**src/rtl/mips_pipe_pkg.sv**
```systemverilog
// Shared definitions for the MIPS pipeline select/register stages.
package mips_pipe_pkg;

    localparam int REG_SEL_RT = 0;
    localparam int REG_SEL_RD = 1;
    localparam int REG_SEL_RA = 2;

    function automatic int sel_width(input int n);
        return (n <= 2) ? 1 : $clog2(n);
    endfunction

endpackage

```
**src/rtl/mux_nway.sv**
```systemverilog
// Combinational N-way W-bit select; out-of-range selects yield zero.
module mux_nway
    import mips_pipe_pkg::*;
#(
    parameter int NUM_IN = 3,
    parameter int WIDTH = 5,
    localparam int SEL_W = sel_width(NUM_IN)
) (
    input  logic [NUM_IN*WIDTH-1:0] din,
    input  logic [SEL_W-1:0]        sel,
    output logic [WIDTH-1:0]        mux_out
);

    always_comb begin
        mux_out = '0;
        for (int k = 0; k < NUM_IN; k++) begin
            if (sel == SEL_W'(k)) begin
                mux_out = din[k*WIDTH +: WIDTH];
            end
        end
    end

endmodule

```
**src/rtl/mux_pipe_reg.sv**
```systemverilog
// Select-and-register pipeline stage with stall, flush, valid and
// sticky out-of-range select detection.
module mux_pipe_reg
    import mips_pipe_pkg::*;
#(
    parameter int NUM_IN = 3,
    parameter int WIDTH = 5,
    parameter logic [WIDTH-1:0] RESET_VAL = '0,
    localparam int SEL_W = sel_width(NUM_IN)
) (
    input  logic                    clk,
    input  logic                    rst_n,
    input  logic [NUM_IN*WIDTH-1:0] din,
    input  logic [SEL_W-1:0]        sel,
    input  logic                    valid_in,
    input  logic                    stall,
    input  logic                    flush,
    output logic [WIDTH-1:0]        dout,
    output logic                    valid_out,
    output logic [SEL_W-1:0]        sel_q,
    output logic                    sel_err
);

    logic [WIDTH-1:0] mux_out;
    logic [WIDTH-1:0] dout_d, dout_q;
    logic             valid_d, valid_q;
    logic [SEL_W-1:0] sel_d;
    logic             err_d, err_q;
    logic             sel_oor;

    mux_nway #(
        .NUM_IN (NUM_IN),
        .WIDTH  (WIDTH)
    ) u_mux (
        .din     (din),
        .sel     (sel),
        .mux_out (mux_out)
    );

    // Constant-false when NUM_IN is a power of two
    assign sel_oor = (32'(sel) >= 32'(NUM_IN));

    always_comb begin
        dout_d  = dout_q;
        valid_d = valid_q;
        sel_d   = sel_q;
        err_d   = err_q;
        if (flush) begin
            dout_d  = RESET_VAL;
            valid_d = 1'b0;
            sel_d   = '0;
        end else if (!stall) begin
            dout_d  = mux_out;
            valid_d = valid_in;
            sel_d   = sel;
            err_d   = err_q | (valid_in & sel_oor);
        end
    end

    always_ff @(posedge clk) begin
        if (!rst_n) begin
            dout_q  <= RESET_VAL;
            valid_q <= 1'b0;
            sel_q   <= '0;
            err_q   <= 1'b0;
        end else begin
            dout_q  <= dout_d;
            valid_q <= valid_d;
            sel_q   <= sel_d;
            err_q   <= err_d;
        end
    end

    assign dout      = dout_q;
    assign valid_out = valid_q;
    assign sel_err   = err_q;

endmodule

```
**config.mk**
```make
export PLATFORM = sky130hd
export DESIGN_NAME = mux_pipe_reg
export DESIGN_NICKNAME = d
export VERILOG_FILES = /design/src/rtl/mips_pipe_pkg.sv /design/src/rtl/mux_nway.sv /design/src/rtl/mux_pipe_reg.sv
export SDC_FILE = /design/constraint.sdc
export NUM_CORES = 1
export LEC_CHECK = 0
export ABC_CLOCK_PERIOD_IN_PS = 870
export CAP_MARGIN = 20
export CORE_MARGIN = 5
export CORE_UTILIZATION = 30
export CTS_BUF_LIST = sky130_fd_sc_hd__clkbuf_4
export DETAILED_ROUTE_END_ITERATION = 8
export DONT_BUFFER_PORTS = 1
export PLACE_DENSITY = 0.52
export SLEW_MARGIN = 30
export SYNTH_ARGS = -nofsm -noshare
export SYNTH_HDL_FRONTEND = slang
export SYNTH_HIERARCHICAL = 1
export SYNTH_SLANG_ARGS = --single-unit
export TNS_END_PERCENT = 50
```
**constraint.sdc**
```tcl
create_clock -name clk -period 0.87 [get_ports clk]
set_clock_uncertainty 0.2 [all_clocks]
set_input_delay 0.0435 -clock clk [delete_from_list [all_inputs] [get_ports clk]]
set_output_delay 0.0435 -clock clk [all_outputs]
set_load 0.1 [all_outputs]
```
# Yosys cells after proc, flatten, opt, wreduce, memory -nomap -nowiden
# Cells that the tools add are included.
dict set report totals {
  register_bits 9
  out_inout_bits 9
  wordCells 18
}
dict set report op_classes {
  n_bitwise 5
  n_eq_ne 2
  order_cmp 1
  mux 3
  reduce_logical 3
}
# cell count
set ops {}
lappend ops {{$mux W5} 3}
lappend ops {{$not A1 Y1} 3}
lappend ops {{$eq A2 B1 Y1 const B} 1}
lappend ops {{$eq A2 B2 Y1 const B} 1}
lappend ops {{$ge A2 B2 Y1 const B} 1}
lappend ops {{$logic_not A2 Y1} 1}
lappend ops {{$reduce_and A2 Y1} 1}
lappend ops {{$reduce_or A2 Y1} 1}
lappend ops {{$and A1 B1 Y1} 1}
lappend ops {{$or A1 B1 Y1} 1}

# Logic depth before layout (Yosys ltp)
dict set report depth {
  ltp_word 4
  ltp_mapped 5
}

# Modules after synthesis
# The synthesis kept the hierarchy.
# module instances area_per_inst_um2 cells_per_inst seq_area_each_um2
set by_module_without_submodules {}
lappend by_module_without_submodules {mux_pipe_reg 1 356.6 32 180.2}
lappend by_module_without_submodules {mux_nway 1 115.1 12 0.0}

# Least setup slack after synthesis
# No wires, ideal clock.
dict set report synth_path {
  path_kind {reg2reg}
  from {reg err_q (netlist: sel_err)}
  to {reg err_q (netlist: sel_err)}
  required_time_ns 0.587
  slack_ns -0.634
  setup_time_ns 0.083
  path_stages_with_launch 3
  arrival_ns 1.221
  period_less_slack_ns 1.504
  path_cell_list {dfxtp_1 nand2_1 o31ai_4}
}
dict set report synth_via {
  elab_chain_cells 1
}
# item line_no
set synth_rtl {}
lappend synth_rtl {{start: declaration} mux_pipe_reg.sv:28} ;# logic err_d, err_q;
lappend synth_rtl {{start signal: assignment} mux_pipe_reg.sv:70} ;# err_q <= err_d;
lappend synth_rtl {{$or A1 B1 Y1} mux_pipe_reg.sv:56} ;# err_d = err_q | (valid_in & sel_oor);
# No other way between the ends.
# A chain may end at the register's enable or synchronous reset.

# Worst setup path in the final report
dict set report layout_path {
  from {reg dout_q[1] (netlist: dout[1])}
  to {out dout[1]}
}
# item line_no
set layout_rtl {}
lappend layout_rtl {{start: declaration} mux_pipe_reg.sv:25} ;# logic [WIDTH-1:0] dout_d, dout_q;
lappend layout_rtl {{start signal: assignment} mux_pipe_reg.sv:67} ;# dout_q <= dout_d;
lappend layout_rtl {{end: declaration} mux_pipe_reg.sv:18} ;# output logic [WIDTH-1:0] dout,
# No word-level cell between the ends.

==> qor.yml <==
outcome: "complete, but fails checks"
violations: "negative hold slack, negative setup slack"
syn-num-nets: 66
overflow: 0
path_cells: "buf_12"
r2r_cells: 3
grt_start_max_net_pins: 10
leakagePower_nw: 0.309
max_freq_mhz: 973
rsz0062_at_grt: "yes"
grt_first_pass_wirelength_mm: 1.95
yosysUniqueCellTypes: 12
cts_max_path_buffers: 2
post_drt_wl_per_cell_um: 15.4
coreArea_um2: 1510
hold_class: "in -> reg"
drc_errors: 0
required_ps: 630
ys_top_cells_by_area: "dfxtp_1 (38%), mux2i_1 (25%), o2bb2ai_1 (9.3%), nor2_1 (5.6%), buf_6 (4.8%)"
row_count: 14
slew_headroom: 0.900
grt_pass1_vias: 426
numCtsBuffers: 3
setup-tns-final_ps: -1370
worst-endpoint-arrival_ps: 780
postRouteWirelength_mm: 1.13
n_fill_cell: 136
drtAntennaViolNets: 0
powerDensity_nw_per_um2: 1340
crit_family: "flip-flops"
synth_top_area_frac: 0.382
via_per_inst: 4.92
yosysTopAreaCell: "dfxtp_1"
final_common_cell: "mux2i_1"
root_buffer: "clkbuf_4"
area_delta_synth_final_pct: 57.3
fp.dieH_um: 49.7
finalCriticalPeriod_ps: 1030
ys_seq_elements: 9
grtUsageTotal: 0.105
yosys_warnings: 6
peakVddDrop_mv: 0.955
holdWs_ps: -308
maxCapViolations: 0
path_buf_inv: 1
critical_path.max_stage_delay_ps: 360
drt_first_pass_iters: 2
slowest_stage: "dfxtp_4"
clk_pin_slew_worst_paths_ps: 60
io_pins: 31
layout.nets: 80
vias: 359
gp_congestion: 0.696
worstSkewPairLatency_ps: 250
place_ws_ps: 20.8
netlist_area_um2: 472
dieWidth_um: 49.7
drive_gt1_frac: 0.491
worstMarginPinSlew_ps: 146
fin_crit_sh: 1.18
endpoint_kind: "output port"
drt_first_iter_violations: 4
die_area_um2: 2470
htree_levels: 1
p_total_uw: 992
cp-start-kind: "register"
clock-sinks: 9
fin_ws_ps: -157
synth_cells: 44
post_synth.cell_area_avg_um2: 10.7
min_delay_path_depth: 2
antenna_found_initial: 0
antennaDiodeCount: 0
ys_seq_area_frac: 0.382
io_buffers: 0
cts_tree: "built"
path_class: "reg -> out"
crit_cells: 1
dpl.hpwl_um: 965
setup_viol: 10
finalMaxSlewViolations: 0
cts_hold_buf: 1
final_cell_mix: "mux2i_1 (12), dfxtp_4 (9), buf_12 (9)"
finalHoldViolCount: 9
cp_max_fo: 2
start_util: 0.313
-- synth_stat cells --
cell / n
o31ai_4: 1
mux2i_1: 12
buf_4: 1
dfxtp_1: 9
nand2_1: 3
o2bb2ai_1: 5
nor2_1: 7
nand2b_1: 1
a21oi_1: 1
nand2b_4: 1
nor2b_4: 1
buf_6: 2
-- per-stage QoR --
stage          cell area (um2)  utilization  cells  hold slack [ps]
6_report                   742        0.493     73             -308
5_1_grt                    742        0.493     73             -330
4_1_cts                    742        0.493     73             -320
3_5_place_dp               686        0.455     67            -28.1
3_3_place_gp               686        0.455     67            -31.3
2_1_floorplan              508            -     44            -34.5
-- layout make-up --
cell class,instances,area [um2],share of cell area
multi-input cells,32,269,0.363
flip-flops and latches,9,214,0.288
repair buffers,12,209,0.282
clock buffers,4,30.0,0.0405
well taps,16,20.0,0.0270
-- path summary, 6_finish.rpt --
kind / from / to / slack [ps]
worst max-delay path: dout[1]$_SDFFE_PP0N_ / dout[1] / -160
worst min-delay path: rst_n / sel_err$_SDFFE_PN0P_ / -310
worst max register to register: sel_err$_SDFFE_PN0P_ / sel_err$_SDFFE_PN0P_ / -10
worst min register to register: sel_q[0]$_SDFFE_PP0N_ / sel_q[0]$_SDFFE_PP0N_ / 290
-- metal layers --
metal,track usage,up-vias,part of all wire
met2,0.165,13,0.53
met3,0.0873,0,0.12
met4,0.0393,0,0
li1,-,182,-
met1,0.0984,164,0.35
met5,0,-,0
-- registers in the layout (all words and copies together) (netlist names) --
name / cells
sel_q: 2
valid_out: 1
sel_err: 1
dout: 5
-- repair_timing --
action,4_1_cts,5_1_grt
pin swaps,0,2
resized for setup,2,0
endpoints found under the setup margin,9,16
buffers inserted,1,0
endpoints found under the hold margin,9,9
-- report_power, final --
part	total [mW]	leakage [nW]	internal [mW]	switching, mW
Sequential	0.419	0.0800	0.406	0.0130
Combinational	0.235	0.211	0.103	0.132
Clock	0.338	0.0184	0.207	0.131
-- cells by family (layout without fill, tap and decap cells) --
logic type,Yosys count,after routing,synth area share
and+or+nand+nor,13,13,0.151
muxes,12,12,0.255
DFF,9,9,0.382
AOI/OAI and AO/OA,7,7,0.149
buffers and inverters,3,16,0.0637
Note: power is estimated with default switching activity, not from simulation.
